`src/rtl/vga_pkg.sv`:
```
// Shared types and constants for the VGA test-pattern sequencer.
package vga_pkg;

    localparam int H_ACT_DEF = 1024;
    localparam int V_ACT_DEF = 768;

    typedef enum logic [2:0] {
        MODE_WHITE   = 3'd0,
        MODE_BARS    = 3'd1,
        MODE_GREY    = 3'd2,
        MODE_CHECKER = 3'd3,
        MODE_MOVBAR  = 3'd4
    } mode_e;

    localparam logic [23:0] RGB_WHITE   = 24'hFFFFFF;
    localparam logic [23:0] RGB_YELLOW  = 24'hFFFF00;
    localparam logic [23:0] RGB_CYAN    = 24'h00FFFF;
    localparam logic [23:0] RGB_GREEN   = 24'h00FF00;
    localparam logic [23:0] RGB_MAGENTA = 24'hFF00FF;
    localparam logic [23:0] RGB_RED     = 24'hFF0000;
    localparam logic [23:0] RGB_BLUE    = 24'h0000FF;
    localparam logic [23:0] RGB_BLACK   = 24'h000000;

    typedef logic [0:0] state_t;
    localparam state_t S_WAIT_SYNC = 1'b0;
    localparam state_t S_RUN       = 1'b1;

    // Colour-bar order, left to right: W,Y,C,G,M,R,B,K.
    function automatic logic [23:0] bar_colour(input logic [2:0] idx);
        case (idx)
            3'd0:    return RGB_WHITE;
            3'd1:    return RGB_YELLOW;
            3'd2:    return RGB_CYAN;
            3'd3:    return RGB_GREEN;
            3'd4:    return RGB_MAGENTA;
            3'd5:    return RGB_RED;
            3'd6:    return RGB_BLUE;
            default: return RGB_BLACK;
        endcase
    endfunction

endpackage

```
`src/rtl/vga_pattern_gen.sv`:
```
// Combinational pattern generator: (mode, x, y, frame) -> 24-bit {R,G,B}.
module vga_pattern_gen
    import vga_pkg::*;
#(
    parameter int H_ACT     = H_ACT_DEF,
    parameter int NUM_MODES = 5
) (
    input  logic [2:0]  mode,
    input  logic [10:0] x,
    input  logic        y_tile,
    input  logic [7:0]  frame,
    output logic [23:0] rgb
);

    // Bar width H_ACT/8 is assumed to be a power of two.
    localparam int         BAR_SHIFT  = $clog2(H_ACT / 8);
    localparam logic [3:0] MODE_LIMIT = 4'(NUM_MODES);

    logic [10:0] bar;
    logic [9:0]  bar_rel;

    always_comb begin
        bar     = x >> BAR_SHIFT;
        bar_rel = x[9:0] - {frame, 2'b00};
        rgb     = RGB_BLACK;
        if ({1'b0, mode} < MODE_LIMIT) begin
            case (mode)
                MODE_WHITE:   rgb = RGB_WHITE;
                MODE_BARS:    rgb = (bar < 11'd8) ? bar_colour(bar[2:0]) : RGB_BLACK;
                MODE_GREY:    rgb = {3{x[9:2]}};
                MODE_CHECKER: rgb = (x[6] ^ y_tile) ? RGB_WHITE : RGB_BLACK;
                MODE_MOVBAR:  rgb = (bar_rel < 10'd32) ? RGB_RED : RGB_BLACK;
                default:      rgb = RGB_BLACK;
            endcase
        end
    end

endmodule

```
`src/rtl/vga_pattern_sequencer.sv`:
```
// Test-pattern sequencer feeding the VGA timing block; tracks x/y and switches patterns on frame starts.
// Host handshake: a request transfers on any clock edge where MODE_REQ_VLD && MODE_REQ_RDY; RDY then stays low until the next frame start applies it.
module vga_pattern_sequencer
    import vga_pkg::*;
#(
    parameter int H_ACT           = H_ACT_DEF,
    parameter int V_ACT           = V_ACT_DEF,
    parameter int NUM_MODES       = 5,
    parameter int FRAMES_PER_MODE = 120
) (
    input  logic        VGA_CLK,
    input  logic        VGA_RST_N,
    input  logic        VGA_VSYNC,
    input  logic        VGA_IF_RGBEN,
    input  logic        AUTO_EN,
    input  logic [2:0]  MODE_REQ,
    input  logic        MODE_REQ_VLD,
    output logic        MODE_REQ_RDY,
    output logic [23:0] VGA_BUF_RGB,
    output logic [2:0]  CUR_MODE,
    output logic [15:0] FRAME_CNT,
    output logic        FRAME_START,
    output logic        ERR_OVERRUN,
    output logic [0:0]  DBG_STATE
);

    localparam int            CW         = (FRAMES_PER_MODE > 1) ? $clog2(FRAMES_PER_MODE) : 1;
    localparam logic [10:0]   H_LIM      = 11'(H_ACT);
    localparam logic [10:0]   V_LIM      = 11'(V_ACT);
    localparam logic [3:0]    MODE_LIMIT = 4'(NUM_MODES);
    localparam logic [2:0]    LAST_MODE  = 3'(NUM_MODES - 1);
    localparam logic [CW-1:0] CNT_LAST   = CW'(FRAMES_PER_MODE - 1);

    state_t        state;
    logic          vsync_q;
    logic          rgben_q;
    logic          frame_fall;
    logic          rgben_fall;
    logic [10:0]   x;
    logic [10:0]   y;
    logic [CW-1:0] mode_cnt;
    logic [2:0]    pend_mode;
    logic [2:0]    next_auto_mode;
    logic [23:0]   pix;

    assign frame_fall     = vsync_q & ~VGA_VSYNC;
    assign rgben_fall     = rgben_q & ~VGA_IF_RGBEN;
    assign next_auto_mode = (CUR_MODE >= LAST_MODE) ? 3'd0 : CUR_MODE + 3'd1;
    assign DBG_STATE      = state;

    vga_pattern_gen #(
        .H_ACT     (H_ACT),
        .NUM_MODES (NUM_MODES)
    ) u_gen (
        .mode   (CUR_MODE),
        .x      (x),
        .y_tile (y[6]),
        .frame  (FRAME_CNT[7:0]),
        .rgb    (pix)
    );

    always_ff @(posedge VGA_CLK or negedge VGA_RST_N) begin
        if (!VGA_RST_N) begin
            state        <= S_WAIT_SYNC;
            vsync_q      <= 1'b0;  // low so a VSYNC held low through reset is not taken as an edge
            rgben_q      <= 1'b0;
            x            <= '0;
            y            <= '0;
            mode_cnt     <= '0;
            pend_mode    <= '0;
            MODE_REQ_RDY <= 1'b1;
            VGA_BUF_RGB  <= '0;
            CUR_MODE     <= '0;
            FRAME_CNT    <= '0;
            FRAME_START  <= 1'b0;
            ERR_OVERRUN  <= 1'b0;
        end else begin
            vsync_q     <= VGA_VSYNC;
            rgben_q     <= VGA_IF_RGBEN;
            FRAME_START <= frame_fall;

            if (MODE_REQ_VLD && MODE_REQ_RDY) begin
                pend_mode    <= ({1'b0, MODE_REQ} >= MODE_LIMIT) ? 3'd0 : MODE_REQ;
                MODE_REQ_RDY <= 1'b0;
            end

            if (frame_fall) begin
                state     <= S_RUN;
                x         <= '0;
                y         <= '0;
                FRAME_CNT <= FRAME_CNT + 16'd1;
                // A pending host request outranks auto sequencing.
                if (!MODE_REQ_RDY) begin
                    CUR_MODE     <= pend_mode;
                    MODE_REQ_RDY <= 1'b1;
                    mode_cnt     <= '0;
                end else if (AUTO_EN) begin
                    if (mode_cnt == CNT_LAST) begin
                        CUR_MODE <= next_auto_mode;
                        mode_cnt <= '0;
                    end else begin
                        mode_cnt <= mode_cnt + CW'(1);
                    end
                end
            end else if (state == S_RUN) begin
                if (VGA_IF_RGBEN) begin
                    if (x >= H_LIM) ERR_OVERRUN <= 1'b1;
                    if (x != 11'h7FF) x <= x + 11'd1;
                end else if (rgben_fall) begin
                    x <= '0;
                    if (y >= V_LIM) ERR_OVERRUN <= 1'b1;
                    if (y != 11'h7FF) y <= y + 11'd1;
                end
            end

            VGA_BUF_RGB <= (state == S_RUN && VGA_IF_RGBEN) ? pix : 24'h000000;
        end
    end

endmodule

```
`config.mk`:
```
export PLATFORM = sky130hd
export DESIGN_NAME = vga_pattern_sequencer
export DESIGN_NICKNAME = d
export VERILOG_FILES = /design/src/rtl/vga_pkg.sv /design/src/rtl/vga_pattern_gen.sv /design/src/rtl/vga_pattern_sequencer.sv
export SDC_FILE = /design/constraint.sdc
export NUM_CORES = 1
export LEC_CHECK = 0
export CAP_MARGIN = 20
export CORE_MARGIN = 8
export CORE_UTILIZATION = 50
export CTS_CLUSTER_SIZE = 16
export DETAILED_ROUTE_END_ITERATION = 8
export PLACE_DENSITY = 0.74
export SYNTH_ARGS = -nofsm -noshare
export SYNTH_HDL_FRONTEND = slang
export SYNTH_SLANG_ARGS = --single-unit
```
`constraint.sdc`:
```
create_clock -name VGA_CLK -period 3.9 [get_ports VGA_CLK]
set_clock_uncertainty 0.1 [all_clocks]
set_input_delay 0.975 -clock VGA_CLK [delete_from_list [all_inputs] [get_ports VGA_CLK]]
set_output_delay 0.975 -clock VGA_CLK [all_outputs]
set_load 0.005 [all_outputs]
```
==> results_dict.tcl <==
set metrics [dict create \
    leakagePower_nw 2.23 \
    drcViolationCount 0 \
    whs_ns 0.372 \
    clk_latency_ns 0.35 \
    final_hold_viol_count 0 \
    antenna_found_initial 0 \
    synthCells 424 \
    power_mw 2.54 \
    grt_overflow 0 \
    cp-startpoint "VGA_IF_RGBEN" \
    worst_pin_slew_ns 0.507 \
    drt_iter0_markers 184 \
    post_cts_buffers 0 \
    first_pass_iters 5 \
    pre_cts_ws_ns 0.925 \
    clock_path_buffers 2 \
    critical_path_class "primary input to flop" \
    r2r_cells 8 \
    cp.required_ns 4.07 \
    r2r_slack_ns 1.50 \
    layout_commonest_cell "dfrtp_1" \
    ys_ff_latch 81 \
    grt_use_total_pct 15.9 \
    dr_total_vias 3241 \
    worst_setup_path_end_kind "flop" \
    yosysSeqAreaShare_pct 49.4 \
    hpwl_mm 6.23 \
    setup_ws_ns 1.27 \
    cts_made_buffers 9 \
    max_freq_mhz 380 \
    grt_max_degree 82 \
    initial_utilization_pct 50.7 \
    synth_edf_count 0 \
    status "finished clean" \
    peakVddDrop_v 0.000263 \
    area_growth_pct 20.3 \
    synth_warnings 0 \
    rsz0062_at_grt "no" \
    portBuffers 55 \
    avgRoutedWirePerCell_um 14.4 \
    synth_async_sr_flop_share_pct 100 \
    pin_count 56 \
    die_area_sq_um 11400 \
    finalCriticalPeriod_ns 2.63 \
    drt_wl_total_mm 8.55 \
    layout-drive-gt1-share_pct 8.21 \
    ys.flop_type "dfrtp_1" \
    nets 507 \
    core_sq_um 8090 \
    die_h_um 107 \
    hold_buffers 0 \
    antenna_left 0 \
    placementRows 33 \
    setup_violations 0 \
    cp-start-kind "primary input" \
    fin_setup_tns_ns 0 \
    post_cts_resized 0 \
    synth_area_sq_um 4110 \
    final_cell_mix "dfrtp_1, clkdlybuf4s50_1, nand2_1" \
    cts-root-buf "clkbuf_8" \
    cts_tree "done" \
    first_global_vias 3149 \
    clk_pin_slew_worst_paths_ns 0.08 \
    ctsHtreeMaxLevel 3 \
    num_antenna_cells 0 \
    hold_class "flop to flop" \
    cp_data_arrival_time_ns 2.80 \
    power.density_nw_per_um2 513 \
    post-route-util_pct 61.0 \
    r2r-start "CUR_MODE[0]$_DFFE_PN0P_" \
    relSlewSlack_pct 66.2 \
    die_w_um 107 \
    synth.distinct_cells 54 \
    r2r-end "VGA_BUF_RGB[18]$_DFF_PN0_" \
    crit_path_end "y[8]$_DFFE_PN0P_" \
    grt_pass1_wl_mm 15.0 \
    place_congestion 0.837 \
    final.period_utilization_pct 67.4 \
    critPathMaxFanout 14 \
    slew_violations 0 \
    avgSynthCellArea_sq_um 9.68 \
    numClockSinks 81 \
    synth_nets 449 \
    maxCapViolations 0 \
    via_per_inst 5.47 \
]
power breakdown:
| group | total (mW) | switching, mW | internal, mW |
|---|---|---|---|
| Clock | 0.621 | 0.319 | 0.302 |
| Sequential | 1.09 | 0.106 | 0.982 |
| Combinational | 0.826 | 0.403 | 0.423 |
Yosys cell counts, types with 2 or more instances:
master	number	area [sq um]
o21a_1	4	30.0
mux2i_1	4	40.0
o31ai_1	6	45.0
o21ai_1	6	30.0
or3_1	2	12.5
nand3_1	23	115
and4b_1	2	20.0
a21o_1	4	30.0
clkbuf_1	4	15.0
xnor2_1	17	149
nand4_1	4	25.0
a22o_1	2	17.5
nand2_1	52	195
a21o_2	8	70.1
clkbuf_8	4	55.1
a21oi_1	40	200
buf_2	3	15.0
nor2_1	29	109
nor4_1	4	25.0
a31o_2	2	17.5
inv_1	21	78.8
o21ai_0	31	155
nand2b_1	4	25.0
nor3_1	8	40.0
and3_1	8	50.1
xor2_1	10	87.6
dfrtp_1	80	2000
ha_1	16	200
metal layers:
metal / global-route usage (%) / vias to the layer above / wire [um]
met5: 0 / - / 0
met4: 6.33 / 0 / 110
met3: 3.48 / 9 / 446
met2: 25.5 / 71 / 4210
met1: 20.5 / 1551 / 3780
li1: - / 1610 / -
stage by stage:
stage	instance area (sq um)	cells
after global placement	4710	574
after detailed placement	4720	575
after CTS	4920	591
after floorplan	4110	424
after global routing	4940	592
final	4940	592
logic make-up (layout without fill, tap and decap cells):
family,after synthesis,after routing,share of synthesized area [%]
DFF,81,81,49.4
and+or+nand+nor,146,146,17.0
AOI/OAI and AO/OA,115,115,17.6
buffers and inverters,35,98,4.36
xor gates and xnor gates,27,27,5.76
adders and majority gates,16,16,4.88
muxes,4,4,0.975
area by class of cell:
cell class,instances,area (sq um)
clock buffers,9,124
clock inverters,7,80.1
fillers,732,3150
repair buffers,60,596
multi-input cells,308,1900
inverters,22,82.6
well taps,105,131
flip-flops and latches,81,2030
how the worst min path moves through the flow:
| stage | start | end | slack [ns] | cells after the start |
|---|---|---|---|---|
| after floorplan | pend_mode[0]$_DFFE_PN0P_ | pend_mode[0]$_DFFE_PN0P_ | 0.35 | 2 |
| after global placement | FRAME_CNT[15]$_DFFE_PN0P_ | FRAME_CNT[15]$_DFFE_PN0P_ | 0.35 | 1 |
| after detailed placement | ERR_OVERRUN$_DFFE_PN0P_ | ERR_OVERRUN$_DFFE_PN0P_ | 0.36 | 1 |
| after CTS | ERR_OVERRUN$_DFFE_PN0P_ | ERR_OVERRUN$_DFFE_PN0P_ | 0.38 | 1 |
| after global routing | ERR_OVERRUN$_DFFE_PN0P_ | ERR_OVERRUN$_DFFE_PN0P_ | 0.39 | 1 |
| final | FRAME_CNT[15]$_DFFE_PN0P_ | FRAME_CNT[15]$_DFFE_PN0P_ | 0.37 | 1 |
registers in the layout (all words and copies together), names as in the netlist:
name and count:
ERR_OVERRUN 1, mode_cnt 7, FRAME_CNT 16, MODE_REQ_RDY 1, CUR_MODE 3, DBG_STATE 1, x 11, VGA_BUF_RGB 24
pend_mode 3, rgben_q 1, y 11, vsync_q 1, FRAME_START 1
worst max-delay path, stage by stage:
cell and delay, ns:
clkdlybuf4s50_1 0.65, and3b_1 0.35, o41ai_4 0.12, or2_1 0.24, or3_1 0.32, a21oi_1 0.14
Note: power is estimated with default switching activity, not from simulation.
